### config.mk
export PLATFORM = sky130hd
export DESIGN_NAME = dem_switch_node
export DESIGN_NICKNAME = d
export VERILOG_FILES = /design/src/rtl/dem_pkg.sv /design/src/rtl/dem_parity_quantizer.sv /design/src/rtl/dem_switch_node.sv
export SDC_FILE = /design/constraint.sdc
export NUM_CORES = 1
export LEC_CHECK = 0
export BUFFER_PORTS_ARGS = -buffer_cell sky130_fd_sc_hd__buf_2
export CELL_PAD_IN_SITES_DETAIL_PLACEMENT = 0
export CELL_PAD_IN_SITES_GLOBAL_PLACEMENT = 1
export CORE_UTILIZATION = 35
export CTS_BUF_LIST = sky130_fd_sc_hd__clkbuf_8
export DETAILED_ROUTE_END_ITERATION = 8
export PLACE_DENSITY_LB_ADDON = 0.1
export SLEW_MARGIN = 15
export SYNTH_ARGS = -nofsm -noshare
export SYNTH_HDL_FRONTEND = slang
export SYNTH_HIERARCHICAL = 1
export SYNTH_SLANG_ARGS = --single-unit
### constraint.sdc
create_clock -name clk_i -period 23.2 [get_ports clk_i]
set_clock_uncertainty 0.1 [all_clocks]
set_input_delay 1.16 -clock clk_i [delete_from_list [all_inputs] [get_ports clk_i]]
set_output_delay 1.16 -clock clk_i [all_outputs]
set_load 0.01 [all_outputs]
### src/rtl/dem_pkg.sv
// dem_pkg: shared types and helpers for the DEM switching-tree nodes.
//   dem_mode_t  : switching-sequence mode selector (MODE_DETERM/RANDOM/SHAPE1/SHAPE2)
//   DEF_ACC_W   : default signed width of the loop-filter accumulators
//   sat_sym()   : symmetric saturation to +/-(2^(w-1)-1)
package dem_pkg;

  typedef enum logic [1:0] {
    MODE_DETERM = 2'd0,
    MODE_RANDOM = 2'd1,
    MODE_SHAPE1 = 2'd2,
    MODE_SHAPE2 = 2'd3
  } dem_mode_t;

  localparam int DEF_ACC_W = 8;

  // Symmetric clamp keeps the loop filter free of the asymmetric most-negative code.
  function automatic logic signed [31:0] sat_sym(input logic signed [31:0] v, input int w);
    logic signed [31:0] lim;
    lim = (32'sd1 <<< (w - 1)) - 32'sd1;
    if (v > lim) return lim;
    if (v < -lim) return -lim;
    return v;
  endfunction

endpackage

### src/rtl/dem_parity_quantizer.sv
// dem_parity_quantizer: combinational parity-correct quantizer for a DEM node.
//   w_i     : signed loop-filter demand
//   p_i     : required parity of the switching value (input code LSB)
//   pn_i    : pseudorandom tie-break when w_i has the wrong parity
//   limit_i : unsigned magnitude bound (same parity as p_i)
//   s_o     : signed switching value, parity p_i, |s_o| <= limit_i
module dem_parity_quantizer #(
  parameter int W_W = 9,
  parameter int S_W = 4
) (
  input  logic signed [W_W-1:0] w_i,
  input  logic                  p_i,
  input  logic                  pn_i,
  input  logic        [S_W-1:0] limit_i,
  output logic signed [S_W-1:0] s_o
);

  localparam int CW = ((W_W > S_W) ? W_W : S_W) + 2;

  logic signed [CW-1:0] wx, lim, q, qc;

  assign wx  = CW'(w_i);
  assign lim = CW'(limit_i);

  always_comb begin
    q = wx;
    if (w_i[0] != p_i) q = pn_i ? (wx + CW'(1)) : (wx - CW'(1));
    // limit shares the parity of q, so clamping never breaks parity
    if (q > lim)       qc = lim;
    else if (q < -lim) qc = -lim;
    else               qc = q;
  end

  assign s_o = S_W'(qc);

endmodule

### src/rtl/dem_switch_node.sv
// dem_switch_node: one node of a tree/segmented DEM DAC.
//   Splits x into x1=(x+s)/2 and x2=(x-s)/2 with a mode-selected switching value s.
//   clk_i, reset_i (sync, active-high), valid_i, x_in_i[LEVEL:0], mode_i, pn_seq_i, clear_i
//   valid_o, x_out1_o, x_out2_o, s_out_o (signed), range_err_o (pulse), sat_o (sticky)
//   All outputs registered, one cycle latency.
module dem_switch_node
  import dem_pkg::*;
#(
  parameter int LEVEL = 3,
  parameter int ACC_W = DEF_ACC_W
) (
  input  logic                    clk_i,
  input  logic                    reset_i,
  input  logic                    valid_i,
  input  logic        [LEVEL:0]   x_in_i,
  input  logic        [1:0]       mode_i,
  input  logic                    pn_seq_i,
  input  logic                    clear_i,
  output logic                    valid_o,
  output logic        [LEVEL-1:0] x_out1_o,
  output logic        [LEVEL-1:0] x_out2_o,
  output logic signed [LEVEL:0]   s_out_o,
  output logic                    range_err_o,
  output logic                    sat_o
);

  localparam int XW = LEVEL + 1;
  localparam int WW = ACC_W + 1;
  localparam logic [LEVEL:0] FULL = {1'b1, {LEVEL{1'b0}}};

  dem_mode_t                mode_q, mode_in;
  logic signed [ACC_W-1:0]  acc1_q, acc2_q, acc1_e, acc2_e, acc1_d, acc2_d, acc1_n, acc2_n;
  logic                     valid_q, rerr_q, sat_q, sat_set, ov1, ov2, mode_chg, p;
  logic        [LEVEL-1:0]  x1_q, x2_q, x1_d, x2_d;
  logic signed [LEVEL:0]    s_q, s_d, s_shape;
  logic        [LEVEL:0]    xc, limit;
  logic signed [WW-1:0]     w, acc1_sum, acc2_sum;
  logic signed [31:0]       acc1_s, acc2_s;
  logic signed [XW:0]       sum, dif;

  assign mode_in  = dem_mode_t'(mode_i);
  assign mode_chg = (mode_in != mode_q);
  // A mode switch restarts the loop filter; s is computed from the zeroed state.
  assign acc1_e   = mode_chg ? '0 : acc1_q;
  assign acc2_e   = mode_chg ? '0 : acc2_q;

  assign xc    = (x_in_i > FULL) ? FULL : x_in_i;
  assign limit = (xc <= FULL - xc) ? xc : (FULL - xc);
  assign p     = xc[0];

  always_comb begin
    if (mode_in == MODE_SHAPE2) w = -(WW'(acc1_e) + WW'(acc2_e));
    else                        w = -WW'(acc1_e);
  end

  dem_parity_quantizer #(.W_W(WW), .S_W(XW)) u_quant (
    .w_i     (w),
    .p_i     (p),
    .pn_i    (pn_seq_i),
    .limit_i (limit),
    .s_o     (s_shape)
  );

  always_comb begin
    s_d = s_shape;
    case (mode_in)
      MODE_DETERM: s_d = {{LEVEL{1'b0}}, p};
      MODE_RANDOM: begin
        if (!p)            s_d = '0;
        else if (pn_seq_i) s_d = {{LEVEL{1'b0}}, 1'b1};
        else               s_d = {XW{1'b1}};
      end
      default:     s_d = s_shape;
    endcase
  end

  // Both sums are even and lie in 0..2^LEVEL, so the halving is exact.
  assign sum  = $signed({1'b0, xc}) + (XW+1)'(s_d);
  assign dif  = $signed({1'b0, xc}) - (XW+1)'(s_d);
  assign x1_d = LEVEL'(sum >>> 1);
  assign x2_d = LEVEL'(dif >>> 1);

  always_comb begin
    acc1_sum = WW'(acc1_e) + WW'(s_d);
    acc1_s   = sat_sym(32'(acc1_sum), ACC_W);
    acc1_n   = ACC_W'(acc1_s);
    ov1      = (acc1_s != 32'(acc1_sum));
    acc2_sum = WW'(acc2_e) + WW'(acc1_n);
    acc2_s   = sat_sym(32'(acc2_sum), ACC_W);
    acc2_n   = ACC_W'(acc2_s);
    ov2      = (acc2_s != 32'(acc2_sum));
    acc1_d   = acc1_e;
    acc2_d   = acc2_e;
    sat_set  = 1'b0;
    case (mode_in)
      MODE_SHAPE1: begin acc1_d = acc1_n; acc2_d = '0;     sat_set = ov1;       end
      MODE_SHAPE2: begin acc1_d = acc1_n; acc2_d = acc2_n; sat_set = ov1 | ov2; end
      default:     ;
    endcase
  end

  // ---- output / state register stage ----
  always_ff @(posedge clk_i) begin
    if (reset_i) begin
      valid_q <= 1'b0;
      rerr_q  <= 1'b0;
      sat_q   <= 1'b0;
      mode_q  <= MODE_DETERM;
      acc1_q  <= '0;
      acc2_q  <= '0;
      x1_q    <= '0;
      x2_q    <= '0;
      s_q     <= '0;
    end else begin
      valid_q <= valid_i;
      rerr_q  <= valid_i && (x_in_i > FULL);
      if (valid_i) begin
        mode_q <= mode_in;
        acc1_q <= acc1_d;
        acc2_q <= acc2_d;
        x1_q   <= x1_d;
        x2_q   <= x2_d;
        s_q    <= s_d;
        if (sat_set) sat_q <= 1'b1;
      end
      if (clear_i) begin
        acc1_q <= '0;
        acc2_q <= '0;
        sat_q  <= 1'b0;
      end
    end
  end

  assign valid_o     = valid_q;
  assign x_out1_o    = x1_q;
  assign x_out2_o    = x2_q;
  assign s_out_o     = s_q;
  assign range_err_o = rerr_q;
  assign sat_o       = sat_q;

endmodule

---- Word level (Yosys, flattened, before mapping) ----
Index checks and enable logic that the tools add are counted.
operators by class
  add/subtract/negate cells ............... 11
  multiply operators ...................... 0
  divide/modulo/power cells ............... 0
  $lt $le $gt $ge ......................... 8
  equal/unequal tests ..................... 7
  shifts and indexed selects .............. 0
  mux-type cells .......................... 29
  bitwise logic cells ..................... 1
  reductions and logical operators ........ 5
operator list
  cell                    number
  $mux W32                8
  $ne A32 B9 Y1           2
  $mux W4                 6
  $mux W8                 3
  $mux W11                2
  $add A8 B8 Y9           2
  $gt A9 B8 Y1 const B    2
  $lt A9 B8 Y1 const B    2
  $pmux W8 S2             1
  $gt A11 B5 Y1           1
  $lt A11 B11 Y1          1
  $neg A4 Y11             1
  $add A9 B2 Y10 const B  1
  $sub A9 B2 Y10 const B  1
  $add A8 B4 Y9           1
  $mux W9                 1
  $neg A8 Y9              1
  $neg A9 Y9              1
  $pmux W4 S2             1
  $mux W1                 6
  $add A4 B4 Y4           1
  $eq A2 B2 Y1 const B    2
  $gt A4 B4 Y1 const B    1
  $le A4 B4 Y1            1
  11 further kinds        12
word-level totals
  flip-flop bits (word level) ............. 31
  bits in latches ......................... 0
  memory bits (writable) .................. 0
  memory bits (read-only) ................. 0
  bits of input ports ..................... 11
  output and inout port bits .............. 13
  word-level logic and storage cells ...... 70
  memories ................................ 0

---- Depth between registers and ports, before layout ----
Gate-level depths: netlist (run 1).
  depth after elaboration ................. 28
  gate-level depth with buffers ........... 52

---- Cells and area by module ----
Netlist (run 1), hierarchy kept.
by module, submodules not included
  module                instances  cells an instance  area each (um2)  seq. area each (um2)
  dem_switch_node       1          408                3,321.9          620.6
  dem_parity_quantizer  1          152                1,103.6          0.0

---- Worst setup path after synthesis (run 1) ----
No wires, ideal clock.
  path kind ............................... input to register
  start point ............................. in mode_i[1]
  end point ............................... reg acc2_q[2]
  setup time .............................. 0.116 ns
  arrival time ............................ 10.119 ns
  slack ................................... 12.865 ns
  stages on the path ...................... 48
  path buffers ............................ 3
  cells stage by stage .................... buf_2 xor2_1 nor2_1 clkbuf_1 buf_1 nand2_1 inv_1 ha_1 inv_1 ha_1 a21o_1 a21oi_1 o21bai_1 a211o_1 a31oi_1 xnor2_1 a21oi_1 ha_1 (+12 left out) inv_1 fa_1 a211oi_2 o21bai_1 a21oi_2 a31oi_4 nor2b_1 o21bai_1 ha_1 inv_1 fa_1 nor2b_1 o211a_1 o211ai_1 nor3_1 nand4b_2 a21o_1 o211a_1
between the ends
  cells in the longest elaborated chain, start to end .. 25
  elaborated cells between the ends (all ways) .. 40
  those cells by class .................... add/sub: 7; order compare: 6; eq/ne: 5; mux: 21; reduce/logical: 1
RTL lines
  what                                                     RTL line                                      RTL
  start: declaration                                       dem_switch_node.sv:16                         input logic [1:0] mode_i,
  $ne A2 B2 Y1                                             dem_switch_node.sv:42                         assign mode_chg = (mode_in != mode_q);
  $mux W8 (on tied branches)                               dem_switch_node.sv:44, dem_switch_node.sv:45
  $add A8 B8 Y9                                            dem_switch_node.sv:52                         if (mode_in == MODE_SHAPE2) w = -(WW'(acc1_e) + WW'(acc2_e));
  $neg A9 Y9                                               dem_switch_node.sv:52
  $mux W9 (*)                                              dem_switch_node.sv:52
  via w[8]                                                 dem_switch_node.sv:37                         logic signed [WW-1:0] w, acc1_sum, acc2_sum;
  $sub A9 B2 Y10 / $add A9 B2 Y10 (equally long branches)  dem_parity_quantizer.sv:27                    if (w_i[0] != p_i) q = pn_i ? (wx + CW'(1)) : (wx - CW'(1));
  $mux W11                                                 dem_parity_quantizer.sv:27
  (+4 left out)                                            n/a
  via s_shape[1]                                           dem_switch_node.sv:35                         logic signed [LEVEL:0] s_q, s_d, s_shape;
  (+1 left out)                                            n/a
  via s_d[1]                                               dem_switch_node.sv:35
  (+4 left out)                                            n/a
  $mux W32                                                 dem_pkg.sv:22                                 return v;
  $mux W32 (*)                                             dem_pkg.sv:21                                 if (v < -lim) return -lim;
  $add A8 B8 Y9 (*)                                        dem_switch_node.sv:88                         acc2_sum = WW'(acc2_e) + WW'(acc1_n);
  $lt A9 B8 Y1                                             dem_pkg.sv:21
  $mux W1 (2 in series)                                    dem_pkg.sv:21
  $mux W32                                                 dem_pkg.sv:22
  $mux W32 (*)                                             dem_pkg.sv:21
  $pmux W8 S2 (*)                                          dem_switch_node.sv:95                         case (mode_in)
  end signal: assignment                                   dem_switch_node.sv:110                        acc2_q <= '0;
  end signal: assignment                                   dem_switch_node.sv:120                        acc2_q <= acc2_d;
  end signal: assignment                                   dem_switch_node.sv:128                        acc2_q <= '0;
  end: declaration                                         dem_switch_node.sv:32                         logic signed [ACC_W-1:0] acc1_q, acc2_q, acc1_e, acc2_e, acc1_d, acc2_d, acc1_n, acc2_n;
The timed path passes the listed nets; every way through them passes the cells marked *. The select of a mux whose other input is x is not followed.
A chain may end at the register's enable or synchronous reset.

---- Final worst setup path (run 1) ----
Same ends and word-level chain as after synthesis.

==> flow_summary_export.csv, run 1 <==
group,metric,value,unit
run_status,status,"completed",
sta,slew_viol_final,0,
clock_network,postCtsSetupRepairBufs,0,
synthesis,synthCells,560,
place,port_buffers,23,
finish,drive_above_1_share,0.1347,
critical_path,reg2reg_depth,46,
worst_hold_path,hp-class,"reg2reg",
floorplan,fp-row-count,40,
floorplan,coreArea,0.01216,sq mm
clock_network,cts_resized,0,
floorplan,die_h,114.4,microns
critical_path,worstReg2RegStart,"mode_q[0]",
finish,antenna_cells,0,
sta,fin_setup_tns,0,ns
power,p_leak,2.325,nW
worst_hold_path,holdPathEnd,"x_out1_o[0]",
routing,drtAntennaViolNets,0,
routing,wire_per_inst,15.90,microns
sta,timing.final.crit_share,0.4767,
critical_path,slowest_delay,0.51,ns
critical_path,worst-path-max-fanout,20,
floorplan,num_io_pins,24,
run,cap_viol_max_count,0,
global_route,antenna_found_initial,0,
floorplan,start_util,0.3639,
synthesis,syn_area,0.004425,sq mm
clock_network,clock_latency,0.30,ns
clock_network,clock-sinks,31,
critical_path,startpoint_type,"input pin",
routing,vias,4006,
global_route,grt_overflow,0,
synthesis,yosys_warnings,6,
finish,nets,657,
finish,final_cell_mix,"ha_1 (62), inv_1 (50), nand2_1 (50)",
clock_network,tritoncts,"done",
synthesis,synth_cell_type_count,85,
synthesis,ys.flop_type,"dfxtp_1",
sta,final.min_clock_period,11.06,ns
clock_network,htree_num_levels,2,
clock_network,cts-root-buf,"clkbuf_8",
global_route,grt_pass1_vias,3892,
finish,syn_to_final_growth,9.076,%
finish,num-fill-cells,1293,
global_route,grt_use_total,0.1936,
synthesis,synth-seq-area-share,0.1402,
synthesis,synth-seq-cells,31,
critical_path,crit_top_cell,"ha_1",
critical_path,critical_path_arrival,11.16,ns
routing,drt_iter0_markers,225,
routing,drc,0,
sta,max_slew.worst_pin.slew,0.9514,ns
global_route,grt_pass1_wl,19990,microns
synthesis,avgSynthCellArea,7.903,sq um
routing,viasPerCell,5.363,
critical_path,required,23.30,ns
sta,finalSetupViolations,0,
floorplan,fp.dieArea,0.01310,sq mm
worst_hold_path,hp-start,"x_out1_o[0]",
critical_path,cpMaxStageDelayCell,"fa_1",
clock_network,ctsHoldBuffers,0,
clock_network,clockBufferDepth,2,
place,dp.final_hpwl,9770,microns
finish,fin_util,0.3969,
critical_path,r2r-end,"acc2_q[2]",
floorplan,die_w,114.4,microns
routing,wl,11880,microns
clock_network,cts_buffers,5,
sta,clock.fmax,90.42,MHz
sta,grt_setup_unrepaired,"false",
worst_hold_path,hold_depth,2,
finish,layout_commonest_cell,"ha_1",
place,gp_congestion,0.8236,
routing,dr.pass1.iters,4,
sta,slew-limit-headroom,0.3634,
critical_path,path_class,"in2reg",
synthesis,synth_edf_count,0,
synthesis,synth-async-reset-ratio,0,
global_route,grt_max_degree,40,
critical_path,regToRegSetupSlack,12.89,ns
power,cellPowerDensity,59.07,mW/mm^2
clock_network,path_clk_slew,0.08,ns
critical_path,endpoint_kind,"flop",
sta,hold_viol_final,0,
power,peakVddDrop,0.01960,mV
## area by class of cell
class                           count  area, sq um  area share
Timing Repair Buffer               26        137.6     0.02851
Sequential cell                    31        620.6      0.1286
Clock inverter                      2        35.03    0.007258
Inverter                           52        195.2     0.04044
Clock buffer                        6        82.58     0.01711
Tap cell                          168        210.2     0.04355
Multi-Input combinational cell    462         3546      0.7346
## stage by stage
stage                     setup WS (ns)  total power [mW]  cell area (sq um)  std cells  hold WS, ns
final                             12.14            0.2851               4827        747       0.3808
after global routing              11.33            0.3084               4827        747       0.3983
after CTS                         12.13            0.2863               4827        747       0.3748
after detailed placement          11.86            0.2272               4710        739       0.3645
after global placement            11.93            0.2268               4710        739       0.3624
after floorplan                   12.87            0.1913               4429        561       0.3472
## critical path: cells and delay by family
family / cells / cell delay (ns)
compound gates: 20 / 4.25
xor+xnor: 2 / 0.24
fa+ha+maj: 8 / 2.53
buf+inv: 7 / 1.11
mux: 2 / 0.25
simple gates: 8 / 1.54
## layer usage
layer	vias to the layer above	GRT usage	routed length (microns)
met2	60	0.3107	5053
met3	9	0.02700	371
met5	-	0	0
li1	2069	-	-
met4	0	0.02857	83
met1	1868	0.2793	6371
## state kept, by name (all words and copies together) (netlist names)
signal,cells
acc1_q,8
acc2_q,8
mode_q,2
range_err_o,1
s_out_o,4
sat_o,1
valid_o,1
x_out1_o,3
x_out2_o,3
## synthesized netlist by cell type (5+ instances only)
| cell type | instances | share of area |
|---|---|---|
| ha_1 | 62 | 0.18 |
| inv_1 | 50 | 0.042 |
| nand2_1 | 50 | 0.042 |
| a21oi_1 | 47 | 0.053 |
| nor2_1 | 44 | 0.037 |
| dfxtp_1 | 31 | 0.14 |
| o21ai_0 | 25 | 0.028 |
| nor3_1 | 14 | 0.016 |
| xor2_1 | 14 | 0.028 |
| xnor2_1 | 13 | 0.026 |
| a21o_1 | 12 | 0.020 |
| mux2i_1 | 12 | 0.027 |
| a211oi_1 | 11 | 0.019 |
| clkbuf_1 | 8 | 0.0068 |
| and3_1 | 6 | 0.0085 |
| fa_1 | 6 | 0.027 |
| maj3_2 | 6 | 0.015 |
| o21a_1 | 6 | 0.010 |
| o21bai_1 | 6 | 0.010 |
| or2_2 | 6 | 0.0085 |
| a32o_1 | 5 | 0.011 |
| and2_1 | 5 | 0.0071 |
| nand2b_1 | 5 | 0.0071 |
| nand3_1 | 5 | 0.0057 |
| nor2b_1 | 5 | 0.0071 |
| o22ai_1 | 5 | 0.0071 |
## power breakdown
| group | switching (mW) | internal, mW | leakage (nW) | total, mW |
|---|---|---|---|---|
| sequential | 0.00263 | 0.0572 | 0.253 | 0.0599 |
| combinational | 0.0979 | 0.0691 | 2.01 | 0.167 |
| clock | 0.0235 | 0.0348 | 0.0612 | 0.0583 |
| total | 0.124 | 0.161 | 2.33 | 0.285 |
## kinds of logic after synthesis
| group | after synthesis | synth area share |
|---|---|---|
| XOR/XNOR | 28 | 0.05966 |
| other | 1 | 0.0008474 |
| flip-flops | 31 | 0.1402 |
| buffers and inverters | 68 | 0.05937 |
| adder cells (fa/ha/maj) | 75 | 0.2200 |
| multiplexers | 15 | 0.03478 |
| AO/OA/AOI/OAI | 173 | 0.2861 |
| AND/OR/NAND/NOR | 169 | 0.1990 |
## worst max-delay path by stage
stage / from / endpoint / slack, ns / depth (start not counted)
global route: mode_i[1] / acc2_q[2] / 11.33 / 47
CTS: mode_i[1] / acc2_q[2] / 12.13 / 47
global placement: mode_i[1] / acc2_q[3] / 11.93 / 47
floorplan: mode_i[1] / acc2_q[2] / 12.87 / 48
finish: mode_i[1] / acc2_q[2] / 12.14 / 47
detailed placement: mode_i[1] / acc2_q[2] / 11.86 / 47
Power figures use the tool's default switching activity.
==> run 2, diff against run 1 <==
==> constraint.sdc (replaced) <==
create_clock -name clk_i -period 10.2 [get_ports clk_i]
set_clock_uncertainty 0.1 [all_clocks]
set_input_delay 0.51 -clock clk_i [delete_from_list [all_inputs] [get_ports clk_i]]
set_output_delay 0.51 -clock clk_i [all_outputs]
set_load 0.01 [all_outputs]
==> flow_summary_export.csv, run 2 (synthesis gave the netlist of run 1 again) <==
group,metric,value,unit
sta,hold_viol_final,0,
global_route,grt_pass1_vias,3866,
critical_path,worst-path-max-fanout,20,
routing,vias,4131,
critical_path,path_class,"in2reg",
clock_network,cts-root-buf,"clkbuf_8",
sta,final.min_clock_period,9.547,ns
power,cellPowerDensity,136.4,mW/mm^2
routing,drc,0,
global_route,grt_pass1_wl,19950,microns
clock_network,clock-sinks,31,
sta,max_slew.worst_pin.slew,0.9713,ns
floorplan,num_io_pins,24,
clock_network,path_clk_slew,0.07,ns
place,port_buffers,23,
global_route,antenna_found_initial,0,
clock_network,cts_buffers,5,
routing,drtAntennaViolNets,0,
run,cap_viol_max_count,0,
floorplan,fp.dieArea,0.01310,sq mm
place,gp_congestion,0.8434,
critical_path,cpMaxStageDelayCell,"fa_1",
critical_path,required,10.28,ns
finish,syn_to_final_growth,17.19,%
critical_path,crit_top_cell,"inv_1",
finish,antenna_cells,0,
floorplan,start_util,0.3639,
critical_path,critical_path_arrival,9.63,ns
global_route,grt_max_degree,40,
routing,wire_per_inst,16.05,microns
run_status,status,"completed",
place,placed_cell_area,0.004767,sq mm
floorplan,die_h,114.4,microns
finish,register_area,620.6,sq um
routing,viasPerCell,5.344,
power,peakVddDrop,0.04644,mV
finish,multi_input_area,0.003705,sq mm
clock_network,htree_num_levels,2,
finish,fin_area,0.005186,sq mm
finish,drive_above_1_share,0.2116,
routing,wl,12410,microns
sta,timing.final.crit_share,0.9360,
clock_network,ctsHoldBuffers,0,
finish,final_cell_mix,"ha_1 (56), inv_1 (50), nand2_1 (50)",
worst_hold_path,hp-class,"reg2reg",
clock_network,clock_latency,0.29,ns
sta,fin_setup_tns,0,ns
place,dp.final_hpwl,9751,microns
sta,finalSetupViolations,0,
routing,drt_iter0_markers,226,
critical_path,endpoint_kind,"flop",
sta,hold-worst-slack,0.3726,ns
sta,slew-limit-headroom,0.3501,
finish,nets,683,
finish,num-fill-cells,1283,
sta,clock.fmax,104.7,MHz
sta,slew_viol_final,0,
critical_path,regToRegSetupSlack,0.66,ns
floorplan,fp-row-count,40,
floorplan,die_w,114.4,microns
critical_path,slowest_delay,0.39,ns
global_route,grt_overflow,0,
clock_network,tritoncts,"done",
critical_path,startpoint_type,"input pin",
floorplan,coreArea,0.01216,sq mm
routing,dr.pass1.iters,4,
clock_network,clockBufferDepth,2,
power,p_leak,2.462,nW
global_route,grt_use_total,0.1915,
finish,layout_commonest_cell,"ha_1",
## run 2: layer usage
metal | track usage | vias up | wire (microns)
li1 | - | 2124 | -
met1 | 0.2720 | 1944 | 6461
met2 | 0.3160 | 57 | 5530
met3 | 0.02065 | 6 | 327
met4 | 0.03117 | 0 | 86
met5 | 0 | - | 0
## run 2: final timing paths
kind | start | to | depth (start not counted)
setup / recovery | mode_i[0] | acc2_q[2] | 52
hold / removal | acc2_q[5] | acc2_q[5] | 2
setup reg to reg | mode_q[0] | acc2_q[2] | 51
hold reg to reg | acc2_q[5] | acc2_q[5] | 2
## run 2: cell type report
cell class	instances	area share
Multi-Input combinational cell	463	0.7144
Sequential cell	31	0.1197
Timing Repair Buffer	51	0.06514
Tap cell	168	0.04053
Inverter	52	0.03764
Clock buffer	6	0.01592
Clock inverter	2	0.006755
## run 2: worst max-delay path, delay by kind of cell
| kind | cells | cell delay (ns) |
|---|---|---|
| AO/OA/AOI/OAI | 19 | 3.04 |
| XOR/XNOR | 3 | 0.77 |
| AND/OR/NAND/NOR | 9 | 1.42 |
| adder cells (fa/ha/maj) | 10 | 2.67 |
| multiplexers | 1 | 0.15 |
| buffers and inverters | 10 | 1.02 |
## run 2: timing repair
item,4_1_cts,5_1_grt
cloned,0,1
resized for setup,1,31
setup buffers,0,19
setup endpoints to repair,1,9
pin swaps,0,17
## run 2: stage by stage
stage               instances  worst slack [ns]    util  power, mW
finish                    773            0.6530  0.4264     0.7074
global placement          745           -0.2596  0.3920     0.5221
global route              773           -0.1021  0.4264     0.7613
detailed placement        745           -0.2598  0.3920     0.5238
floorplan                 561            0.5152       -     0.4352
CTS                       753           0.06704  0.4021     0.6568
## run 2: where the power goes
group	internal, mW	switching (mW)
clock	0.0791	0.0528
combinational	0.196	0.243
sequential	0.130	0.00579
==> run 3, diff against run 2 <==
--- a/config.mk
+++ b/config.mk
@@ -11,6 +11,7 @@
 export CORE_UTILIZATION = 35
 export CTS_BUF_LIST = sky130_fd_sc_hd__clkbuf_8
 export DETAILED_ROUTE_END_ITERATION = 8
+export GPL_TIMING_DRIVEN = 0
 export PLACE_DENSITY_LB_ADDON = 0.1
 export SLEW_MARGIN = 15
 export SYNTH_ARGS = -nofsm -noshare
==> flow_summary_export.csv, run 3 (synthesis gave the netlist of run 1 again) <==
group,metric,value,unit
finish,fin_util,0.4360,
power,seq_power_share,0.189,
finish,finalNonFillerCells,781,
clock_network,clock-sinks,31,
sta,slew-limit-headroom,0.4129,
global_route,top_usage_layer,"met2",
power,power.internal,0.4092,mW
global_route,grt_use_met3,0.02012,
global_route,grt_max_degree,13,
place,gp_congestion,0.8323,
run,cap_viol_max_count,0,
power,switching_share,0.4319,
critical_path,critical_path_arrival,9.84,ns
clock_network,cts_buffers,5,
critical_path,startpoint_type,"input pin",
critical_path,cpMaxStageDelayCell,"or3_1",
global_route,grt_use_met2,0.3204,
finish,drive_above_1_share,0.2300,
clock_network,clock_latency,0.29,ns
clock_network,clockBufferDepth,2,
finish,final_cell_mix,"ha_1 (53), nand2_1 (49), inv_1 (46)",
finish,num-fill-cells,1249,
clock_network,htree_num_levels,2,
sta,hold-worst-slack,0.3651,ns
floorplan,fp.dieArea,0.01310,sq mm
global_route,grt_pass1_vias,3948,
floorplan,num_io_pins,24,
floorplan,start_util,0.3639,
sta,slew_viol_final,0,
sta,hold_viol_final,0,
finish,antenna_cells,0,
sta,finalSetupViolations,0,
floorplan,die_w,114.4,microns
routing,dr.pass1.iters,5,
power,cellPowerDensity,135.8,mW/mm^2
critical_path,endpoint_kind,"flop",
clock_network,ctsHoldBuffers,0,
finish,nets,691,
global_route,use_met1,0.2930,
power,pwr-share-clk,0.182,
sta,final.min_clock_period,9.752,ns
clock_network,cts-root-buf,"clkbuf_8",
finish,layout_commonest_cell,"ha_1",
floorplan,die_h,114.4,microns
clock_network,path_clk_slew,0.08,ns
critical_path,crit_top_cell,"a21oi_2",
critical_path,required,10.29,ns
sta,timing.final.crit_share,0.9560,
routing,drt_iter0_markers,248,
finish,syn_to_final_growth,19.82,%
global_route,antenna_found_initial,0,
routing,wire_per_inst,16.44,microns
routing,drtAntennaViolNets,0,
sta,clock.fmax,102.5,MHz
global_route,grt_overflow,0,
clock_network,tritoncts,"done",
routing,drc,0,
routing,wl,12840,microns
global_route,grt_use_total,0.1999,
routing,viasPerCell,5.452,
floorplan,fp-row-count,40,
power,p_leak,2.470,nW
critical_path,worst-path-max-fanout,10,
worst_hold_path,hp-class,"in2reg",
routing,vias,4258,
place,dp.final_hpwl,10160,microns
power,p_comb_frac,0.629,
global_route,grt_pass1_wl,20640,microns
power,p_sw,0.3110,mW
critical_path,path_class,"in2reg",
place,port_buffers,22,
critical_path,slowest_delay,0.38,ns
power,peakVddDrop,0.05598,mV
floorplan,coreArea,0.01216,sq mm
place,placedCellCount,751,
sta,max_slew.worst_pin.slew,0.8714,ns
run_status,status,"completed",
## run 3: changes by cell type in the layout (fill, tap and decap cells not counted), sizes merged
cell	delta
clkbuf	+8
## run 3: per-layer routing
metal  share of wire  vias up
met5               0        -
met1            0.52     2036
met4          0.0040        0
li1                -     2146
met2            0.44       72
met3           0.034        4
## run 3: path summary, 6_finish.rpt
check,startpoint,slack (ns),depth (start not counted),end
max,mode_i[1],0.45,47,acc2_q[2]
min,reset_i,0.37,2,x_out1_o[0]
min reg2reg,x_out1_o[0],0.38,2,x_out1_o[0]
max reg2reg,mode_q[1],0.49,46,acc2_q[2]
## run 3: worst max-delay path, delay by kind of cell
kind | cells | cell delay [ns]
fa+ha+maj | 8 | 2.45
compound gates | 20 | 3.75
xor+xnor | 2 | 0.24
simple gates | 11 | 2.17
buf+inv | 6 | 0.70
## run 3: area by class of cell
| type | instances | area [sq um] | share of cell area |
|---|---|---|---|
| Tap cell | 168 | 210.2 | 0.03964 |
| Timing Repair Buffer | 43 | 267.8 | 0.05050 |
| Sequential cell | 31 | 620.6 | 0.1170 |
| Inverter | 52 | 195.2 | 0.03681 |
| Clock inverter | 2 | 35.03 | 0.006607 |
| Buffer | 16 | 82.58 | 0.01557 |
| Multi-Input combinational cell | 463 | 3809 | 0.7183 |
| Clock buffer | 6 | 82.58 | 0.01557 |
## run 3: repair_timing
action,in CTS,in global routing
cloned,0,1
resized for setup,10,54
endpoints found under the setup margin,9,9
buffers inserted,4,17
pin swaps,4,26
## run 3: power by group through the flow
stage,Combinational (mW),Clock [mW],Sequential [mW]
after floorplan,0.295,0,0.140
after global placement,0.377,0,0.139
after detailed placement,0.383,0,0.139
after CTS,0.391,0.130,0.136
after global routing,0.498,0.137,0.137
final,0.453,0.131,0.136
## run 3: metrics by stage
| stage | setup slack (ns) | total power, mW | TNS, ns | cell area [sq um] |
|---|---|---|---|---|
| 4_1_cts | 0.0008571 | 0.6571 | 0 | 4923 |
| 3_5_place_dp | -1.229 | 0.5216 | -9.818 | 4750 |
| 5_1_grt | -0.09878 | 0.7729 | -0.1776 | 5303 |
| 2_1_floorplan | 0.5152 | 0.4352 | 0 | 4429 |
| 6_report | 0.4483 | 0.7202 | 0 | 5303 |
| 3_3_place_gp | -1.079 | 0.5161 | -8.572 | 4750 |
